===== config.mk =====
export PLATFORM = sky130hd
export DESIGN_NAME = clear_ctrl_fsm_flat
export DESIGN_NICKNAME = d
export VERILOG_FILES = /design/src/rtl/clear_ctrl_fsm_if.sv /design/src/rtl/clear_ctrl_fsm.sv /design/src/flat_wrapper.sv
export SDC_FILE = /design/constraint.sdc
export NUM_CORES = 1
export LEC_CHECK = 0
export CORE_MARGIN = 2
export CORE_UTILIZATION = 59
export DETAILED_ROUTE_END_ITERATION = 8
export DONT_BUFFER_PORTS = 1
export HOLD_SLACK_MARGIN = 0.03
export PLACE_DENSITY_LB_ADDON = 0.2
export SYNTH_ARGS = -nofsm -noshare
export SYNTH_HDL_FRONTEND = slang
export SYNTH_SLANG_ARGS = --single-unit

===== constraint.sdc =====
create_clock -name clk_i -period 1.9 [get_ports clk_i]
set_input_delay 0.19 -clock clk_i [delete_from_list [all_inputs] [get_ports clk_i]]
set_output_delay 0.19 -clock clk_i [all_outputs]
set_load 0.1 [all_outputs]

===== src/rtl/clear_ctrl_fsm_if.sv =====
`default_nettype none
// +--------------------------------------------------------------------------+
// | Module   : clear_ctrl_fsm_if                                             |
// | Brief    : Host command channel of the memory-clear controller.          |
// | Revision : 1.0                                                           |
// +--------------------------------------------------------------------------+
interface clear_ctrl_fsm_if;
    logic       cmd_valid;
    logic [1:0] cmd;
    logic       cmd_ready;
    logic       abort;
    logic       done;
    logic [1:0] status;

    modport master (
        output cmd_valid, cmd, abort,
        input  cmd_ready, done, status
    );

    modport slave (
        input  cmd_valid, cmd, abort,
        output cmd_ready, done, status
    );
endinterface
`default_nettype wire


===== src/rtl/clear_ctrl_fsm.sv =====
`default_nettype none
// +--------------------------------------------------------------------------+
// | Module   : clear_ctrl_fsm                                                |
// | Brief    : Sequences host writes, bound loads and block zero-fill of the |
// |            memory range [low..high] with abort, bounds check and timeout.|
// | Revision : 1.0                                                           |
// +--------------------------------------------------------------------------+
module clear_ctrl_fsm #(
    parameter int ADDRWIDTH = 6,
    parameter int TIMEOUT   = 2**ADDRWIDTH + 1
) (
    input  logic                   clk_i,
    input  logic                   rst_ni,
    clear_ctrl_fsm_if.slave        host,
    input  logic                   cnt_eq_i,
    output logic                   ld_low_o,
    output logic                   ld_high_o,
    output logic                   write_o,
    output logic                   ld_cnt_o,
    output logic                   cnt_en_o,
    output logic                   addr_sel_o,
    output logic                   zero_we_o,
    output logic                   set_busy_o,
    output logic                   clr_busy_o
);

    localparam int WD_W = ADDRWIDTH + 1;
    localparam logic [WD_W-1:0] WD_LAST = WD_W'(TIMEOUT - 1);

    localparam logic [1:0] CMD_WRITE     = 2'b00;
    localparam logic [1:0] CMD_LOAD_LOW  = 2'b01;
    localparam logic [1:0] CMD_LOAD_HIGH = 2'b10;
    localparam logic [1:0] CMD_CLEAR     = 2'b11;

    localparam logic [1:0] ST_OK       = 2'b00;
    localparam logic [1:0] ST_ABORTED  = 2'b01;
    localparam logic [1:0] ST_NOBOUNDS = 2'b10;
    localparam logic [1:0] ST_TIMEOUT  = 2'b11;

    typedef enum logic [2:0] {
        S_RST_CLR = 3'd0,
        S_IDLE    = 3'd1,
        S_START   = 3'd2,
        S_CLEAR   = 3'd3,
        S_FINISH  = 3'd4
    } state_e;

    state_e            state_q;
    logic              low_vld_q;
    logic              high_vld_q;
    logic [1:0]        status_q;
    logic [WD_W-1:0]   wdog_q;
    logic              accept;

    assign accept = host.cmd_valid && (state_q == S_IDLE);

    always_ff @(posedge clk_i or negedge rst_ni) begin
        if (!rst_ni) begin
            state_q    <= S_RST_CLR;
            low_vld_q  <= 1'b0;
            high_vld_q <= 1'b0;
            status_q   <= ST_OK;
            wdog_q     <= '0;
        end else begin
            case (state_q)
                S_RST_CLR: state_q <= S_IDLE;
                S_IDLE: begin
                    if (accept) begin
                        case (host.cmd)
                            CMD_LOAD_LOW:  low_vld_q  <= 1'b1;
                            CMD_LOAD_HIGH: high_vld_q <= 1'b1;
                            CMD_CLEAR: begin
                                if (low_vld_q && high_vld_q) begin
                                    state_q <= S_START;
                                end else begin
                                    state_q  <= S_FINISH;
                                    status_q <= ST_NOBOUNDS;
                                end
                            end
                            default: ;
                        endcase
                    end
                end
                S_START: begin
                    wdog_q <= '0;
                    if (host.abort) begin
                        state_q  <= S_FINISH;
                        status_q <= ST_ABORTED;
                    end else begin
                        state_q <= S_CLEAR;
                    end
                end
                S_CLEAR: begin
                    wdog_q <= wdog_q + 1'b1;
                    // Reaching the high bound takes priority: the last word is already written.
                    if (cnt_eq_i) begin
                        state_q  <= S_FINISH;
                        status_q <= ST_OK;
                    end else if (host.abort) begin
                        state_q  <= S_FINISH;
                        status_q <= ST_ABORTED;
                    end else if (wdog_q == WD_LAST) begin
                        state_q  <= S_FINISH;
                        status_q <= ST_TIMEOUT;
                    end
                end
                S_FINISH: state_q <= S_IDLE;
                default:  state_q <= S_RST_CLR;
            endcase
        end
    end

    always_comb begin
        host.cmd_ready = 1'b0;
        host.done      = 1'b0;
        ld_low_o       = 1'b0;
        ld_high_o      = 1'b0;
        write_o        = 1'b0;
        ld_cnt_o       = 1'b0;
        cnt_en_o       = 1'b0;
        addr_sel_o     = 1'b0;
        zero_we_o      = 1'b0;
        set_busy_o     = 1'b0;
        clr_busy_o     = 1'b0;
        case (state_q)
            S_RST_CLR: clr_busy_o = 1'b1;
            S_IDLE: begin
                host.cmd_ready = 1'b1;
                write_o        = accept && (host.cmd == CMD_WRITE);
                ld_low_o       = accept && (host.cmd == CMD_LOAD_LOW);
                ld_high_o      = accept && (host.cmd == CMD_LOAD_HIGH);
            end
            S_START: begin
                ld_cnt_o   = 1'b1;
                set_busy_o = 1'b1;
                addr_sel_o = 1'b1;
            end
            S_CLEAR: begin
                addr_sel_o = 1'b1;
                zero_we_o  = 1'b1;
                cnt_en_o   = ~cnt_eq_i;
            end
            S_FINISH: begin
                clr_busy_o = 1'b1;
                host.done  = 1'b1;
            end
            default: ;
        endcase
    end

    assign host.status = status_q;

endmodule
`default_nettype wire


===== src/flat_wrapper.sv =====
// flat-port wrapper written by rule: the top's interface ports become plain ports
module clear_ctrl_fsm_flat 
#(
    parameter int ADDRWIDTH = 6,
    parameter int TIMEOUT   = 2**ADDRWIDTH + 1
)
  (clk_i, rst_ni, cnt_eq_i, ld_low_o, ld_high_o, write_o, ld_cnt_o, cnt_en_o, addr_sel_o, zero_we_o, set_busy_o, clr_busy_o, host_cmd_valid, host_cmd, host_abort, host_cmd_ready, host_done, host_status);
  clear_ctrl_fsm_if host_i ();
  input  logic clk_i;
  input  logic rst_ni;
  input  logic cnt_eq_i;
  output logic ld_low_o;
  output logic ld_high_o;
  output logic write_o;
  output logic ld_cnt_o;
  output logic cnt_en_o;
  output logic addr_sel_o;
  output logic zero_we_o;
  output logic set_busy_o;
  output logic clr_busy_o;
  input wire logic [$bits(host_i.cmd_valid)-1:0] host_cmd_valid;
  input wire logic [$bits(host_i.cmd)-1:0] host_cmd;
  input wire logic [$bits(host_i.abort)-1:0] host_abort;
  output wire logic [$bits(host_i.cmd_ready)-1:0] host_cmd_ready;
  output wire logic [$bits(host_i.done)-1:0] host_done;
  output wire logic [$bits(host_i.status)-1:0] host_status;
  assign host_i.cmd_valid = host_cmd_valid;
  assign host_i.cmd = host_cmd;
  assign host_i.abort = host_abort;
  assign host_cmd_ready = host_i.cmd_ready;
  assign host_done = host_i.done;
  assign host_status = host_i.status;
  clear_ctrl_fsm #(.ADDRWIDTH(ADDRWIDTH), .TIMEOUT(TIMEOUT)) u_core (.clk_i(clk_i), .rst_ni(rst_ni), .host(host_i), .cnt_eq_i(cnt_eq_i), .ld_low_o(ld_low_o), .ld_high_o(ld_high_o), .write_o(write_o), .ld_cnt_o(ld_cnt_o), .cnt_en_o(cnt_en_o), .addr_sel_o(addr_sel_o), .zero_we_o(zero_we_o), .set_busy_o(set_busy_o), .clr_busy_o(clr_busy_o));
endmodule

== Word level (Yosys, flattened, before mapping) ==
Cells that the tools add are included.

* Add/subtract/negate cells: 1
* Multiplexer cells: 27
* Bitwise logic cells: 1
* Reductions and logical operators: 15
* Equality and inequality tests: 13

{| class="wikitable"
|+ Operators with widths
! operator !! count
|-
| $mux W3 || 7
|-
| $mux W2 || 7
|-
| $pmux W7 S2 || 1
|-
| $pmux W3 S4 || 1
|-
| $mux W1 || 10
|-
| $reduce_and A3 Y1 || 3
|-
| $add A7 B1 Y7 const B || 1
|-
| $eq A7 B7 Y1 const B || 1
|-
| $eq A3 B2 Y1 const B || 2
|-
| $ne A2 B2 Y1 const B || 3
|-
| $pmux W2 S3 || 1
|-
| $reduce_and A6 Y1 || 1
|-
| $logic_and A1 B1 Y1 || 5
|-
| $eq A2 B2 Y1 const B || 2
|-
| $ne A4 B3 Y1 const B || 1
|-
| $reduce_or A2 Y1 || 2
|-
| $eq A3 B1 Y1 const B || 1
|-
| $eq A3 B3 Y1 const B || 1
|-
| $logic_not A3 Y1 || 1
|-
| $reduce_bool A3 Y1 || 1
|-
| $eq A2 B1 Y1 const B || 1
|-
| $logic_not A2 Y1 || 1
|-
| $ne A2 B1 Y1 const B || 1
|-
| $reduce_bool A2 Y1 || 1
|-
| $not A1 Y1 || 1
|}

* Register bits: 14
* Input bits: 7
* Word-level logic and storage cells: 62
* Output and inout bits: 13

== Logic depth before layout (Yosys ltp) ==
* Depth after elaboration: 5
* Gate-level depth with buffers: 6
* Gate-level depth less buffers: 6

== Worst setup path before layout ==
Ideal clock, no wire load.

* Kind: reg-to-reg
* Start point: register u_core.state_q[1]
* End point: register u_core.high_vld_q
* Required time: 1.822 ns
* Clock period less this slack: 4.563 ns
* Stages on the path, launching flop included: 5
* Setup time: 0.078 ns
* Buffers on the path: 0
* Arrival time: 4.485 ns
* Path slack: -2.663 ns
* Cells stage by stage: dfrtp_1 -> nor3_2 -> nand2_1 -> nor3b_1 -> or2_1

* Cells in the longest elaborated chain, start to end: 3

{| class="wikitable"
|+ Ends and longest elaborated chain
! element !! RTL line !! source
|-
| start, declared || clear_ctrl_fsm.sv:48 || <nowiki>state_e state_q;</nowiki>
|-
| start signal, assigned || clear_ctrl_fsm.sv:59 || <nowiki>state_q <= S_RST_CLR;</nowiki>
|-
| start signal, assigned || clear_ctrl_fsm.sv:66 || <nowiki>S_RST_CLR: state_q <= S_IDLE;</nowiki>
|-
| start signal, assigned || clear_ctrl_fsm.sv:74 || <nowiki>state_q <= S_START;</nowiki>
|-
| $eq A3 B1 Y1 (*) || clear_ctrl_fsm.sv:55, clear_ctrl_fsm.sv:65 ||
|-
| $logic_and A1 B1 Y1 || clear_ctrl_fsm.sv:55 || <nowiki>assign accept = host.cmd_valid && (state_q == S_IDLE);</nowiki>
|-
| $reduce_and A3 Y1 (no line) (*) || n/a ||
|-
| end signal, assigned || clear_ctrl_fsm.sv:61 || <nowiki>high_vld_q <= 1'b0;</nowiki>
|-
| end signal, assigned || clear_ctrl_fsm.sv:71 || <nowiki>CMD_LOAD_HIGH: high_vld_q <= 1'b1;</nowiki>
|-
| end, declared || clear_ctrl_fsm.sv:50 || <nowiki>logic high_vld_q;</nowiki>
|}

Mark *: on every way between the ends. The rest lies on a longest branch, timed or not.
A chain may end at the register's enable or synchronous reset.

== Worst setup path in the final report ==
* Start point: register u_core.state_q[0]
* End point: output ld_high_o

* Cells in the longest elaborated chain, start to end: 4

{| class="wikitable"
|+ Ends and longest elaborated chain
! element !! RTL line !! source
|-
| $eq A3 B1 Y1 (*) || clear_ctrl_fsm.sv:55, clear_ctrl_fsm.sv:125 ||
|-
| $logic_and A1 B1 Y1 || clear_ctrl_fsm.sv:55 ||
|-
| $logic_and A1 B1 Y1 || clear_ctrl_fsm.sv:131 || <nowiki>ld_high_o = accept && (host.cmd == CMD_LOAD_HIGH);</nowiki>
|-
| $mux W1 (*) || clear_ctrl_fsm.sv:125 || <nowiki>case (state_q)</nowiki>
|-
| end, declared || flat_wrapper.sv:13 || <nowiki>output logic ld_high_o;</nowiki>
|}

Marked as above.

==> flow_summary_export.csv <==
group,metric,value,unit
critical_path,cp_num_buf_inv,2,
grt,antenna_found_initial,0,
drt,routed_wl,1890,µm
flow_run,cap_violations,0,
sta,skew,0.00689,ns
placed_design,gp_congestion,0.796,
clocking,insertion_delay,0.28,ns
clocking,cts.sinks,14,
sta,finalSetupViolations,0,
floorplanning,rows,13,
clocking,cts_root_buf,"clkbuf_4",
critical_path,crit_path_end_kind,"primary output",
grt,met3_usage,5.00,%
placed_design,dp_hpwl,1410,µm
clocking,cts_tree,"built",
logic_synthesis,ys_warn_count,0,
drt,firstDrtPassIters,6,
critical_path,crit_chain,"inv_2 > nor3_4 > nand2_4 > nor3b_4 > buf_12",
logic_synthesis,synthCells,83,
sta,finalHoldViolations,0,
grt,busiest_layer,"met2",
critical_path,crit_family,"simple AND/OR/NAND/NOR gates",
drt,wl_per_cell,16.5,µm
sta,tightest_slew,0.616,ns
sta,finalWorstSetupSlack,0.0386,ns
sta,max_freq,537,MHz
drt,drc_errors,0,
floorplanning,core_area,1250,µm²
floorplanning,die_w,40.1,µm
finish,area_delta_synth_final,39.0,%
grt,grt_start_max_net_pins,15,
logic_synthesis,ys_seq_area_share,45.5,%
logic_synthesis,syn_area_per_cell,9.27,µm²
finish,finalNonFillerCells,114,
placed_design,io_buffers,0,
floorplanning,die_area,1610,µm²
clocking,clk_pin_slew_worst_paths,0.08,ns
floorplanning,die_h,40.1,µm
critical_path,cp.arrival,1.67,ns
critical_path,required,1.71,ns
sta,hold_ws,0.157,ns
logic_synthesis,ys_types,34,
finish,fin_nets,109,
sta,fin_crit_sh,98.0,%
finish,final_cell_mix,"12 x dfrtp_1, 8 x nand2_1, 7 x buf_12, 7 x buf_4",
placed_design,dpl_cell_area,1030,µm²
sta,finalMaxSlewViolations,0,
logic_synthesis,netlist_area,769,µm²
logic_synthesis,syn-num-nets,92,
drt,via_count,716,
finish,final_common_cell,"dfrtp_1",
grt,grt-ovfl-total,0,
critical_path,start_kind,"flip-flop",
logic_synthesis,synth_top_cell_by_area,"dfrtp_1",
floorplanning,start_util,61.4,%
drt,viasPerCell,6.28,
status,outcome,"finished, final reports clean",
logic_synthesis,synth_area_leaders,"dfrtp_1 46%, nand2_1 4.4%, a21oi_1 3.9%, o21ai_0 3.9%, ha_1 3.3%",
logic_synthesis,ys_ff_latch,14,
critical_path,crit_type,"flip-flop to primary output",
finish,n_antenna_cell,0,
clocking,postCtsSetupBuffers,0,
hold_path,hold_class,"input port to flip-flop",
hold_path,min_path_cells,2,
clocking,clockBufferDepth,2,
finish,drive_gt1_share,36.4,%
critical_path,worstPathMaxFanout,7,
placed_design,dp_cells,109,
critical_path,reg2reg_depth,4,
clocking,cts_buffers,3,
placed_design,place_ws,0.312,ns
grt,grt_util_met2,48.8,%
grt,grt_pass1_wl,2970,µm
critical_path,path_depth,5,
critical_path,max_stage_delay,0.43,ns
drt,postRouteAntennaNets,0,
critical_path,slowest_stage,"dfrtp_2",
drt,drt_iter0_drc,24,
grt,grt_pass1_vias,696,
floorplanning,ios,20,
sta,fin_crit,1.86,ns
grt,track_usage,28.8,%
grt,met1_usage,31.7,%
finish,postLayoutCellArea,1070,µm²
logic_synthesis,synth_top_area_share,45.5,%
sta,slew_headroom,58.8,%
clocking,h-tree-depth,1,
-- what timing repair did --
action	4_1_cts	5_1_grt
endpoints found under the setup margin	1	1
hold endpoints to repair	14	0
gates resized for setup	1	1
hold buffers	1	0
pin swaps	0	1
-- synth_stat cells --
library cell	number
a21o_1	3
mux2_4	1
nand2b_2	1
or4_1	2
dfrtp_1	14
o31ai_1	1
clkbuf_1	1
nand4_1	1
nand2_2	1
mux2i_1	1
nand3_1	4
clkinv_2	1
buf_4	1
nor2_1	3
nor4_1	1
or2_1	2
a22o_1	1
a221o_1	1
nor3_1	3
nor2_2	1
buf_2	1
nor3b_1	3
o32a_1	1
nor3_2	1
nand2_1	9
inv_1	3
inv_2	2
and2_1	1
ha_1	2
a21oi_1	6
o21ai_0	6
o21ai_1	1
a31oi_1	2
a31oi_2	1
-- state kept, by name (all words and copies together), names as in the netlist --
register            cells
u_core.wdog_q           7
u_core.state_q          3
u_core.host.status      2
u_core.high_vld_q       1
u_core.low_vld_q        1
-- routing by layer --
layer | vias up | wire (µm)
met3 | 9 | 120
li1 | 334 | -
met4 | 0 | 68
met2 | 35 | 996
met1 | 338 | 700
met5 | - | 0
-- cells by family (layout without fill, tap and decap cells) --
| group | after synthesis | after routing | synth area share (%) |
|---|---|---|---|
| multiplexers | 2 | 2 | 3.25 |
| adder cells (fa/ha/maj) | 2 | 2 | 3.25 |
| AO/OA/AOI/OAI | 23 | 23 | 19.3 |
| buffers and inverters | 9 | 25 | 5.20 |
| flip-flops | 14 | 14 | 45.5 |
| AND/OR/NAND/NOR | 33 | 33 | 23.4 |
-- final cells by class --
| class | instances | area (µm²) |
|---|---|---|
| sequential | 14 | 353 |
| inverter | 6 | 23.8 |
| tap | 15 | 18.8 |
| multi-input combinational | 60 | 445 |
| clock buffer | 4 | 26.3 |
| timing repair buffer | 15 | 203 |
| fill | 62 | 183 |
-- worst reg2reg max path, delay by kind of cell, from the launching register on --
kind / cells / cell delay, ns
compound gates: 1 / 0.17
mux: 1 / 0.32
flops: 1 / 0.45
simple gates: 2 / 0.63
-- path summary, 6_finish.rpt --
check                                                         end                          start  slack, ns
max in group asynchronous           u_core.state_q[0]$_DFFE_PN0P_                         rst_ni       1.12
worst max register to register  u_core.host.status[0]$_DFFE_PN0P_   u_core.wdog_q[3]$_DFFE_PN0P_       0.22
worst min-delay path                u_core.state_q[1]$_DFFE_PN0P_                     host_abort       0.16
min in group asynchronous            u_core.wdog_q[0]$_DFFE_PN0P_                         rst_ni       0.35
worst max-delay path                                    ld_high_o  u_core.state_q[0]$_DFFE_PN0P_       0.04
worst min register to register      u_core.high_vld_q$_DFFE_PN0P_  u_core.high_vld_q$_DFFE_PN0P_       0.51
-- metrics by stage --
stage               TNS, ns  util [%]
floorplan             -4.20         -
global placement          0      82.0
detailed placement        0      82.0
CTS                       0      85.0
global route        -0.0288      85.4
finish                    0      85.4
Power is left out: the tool's default activity adds up to more than one toggle a clock period on the data nets, which glitch-free logic cannot reach.
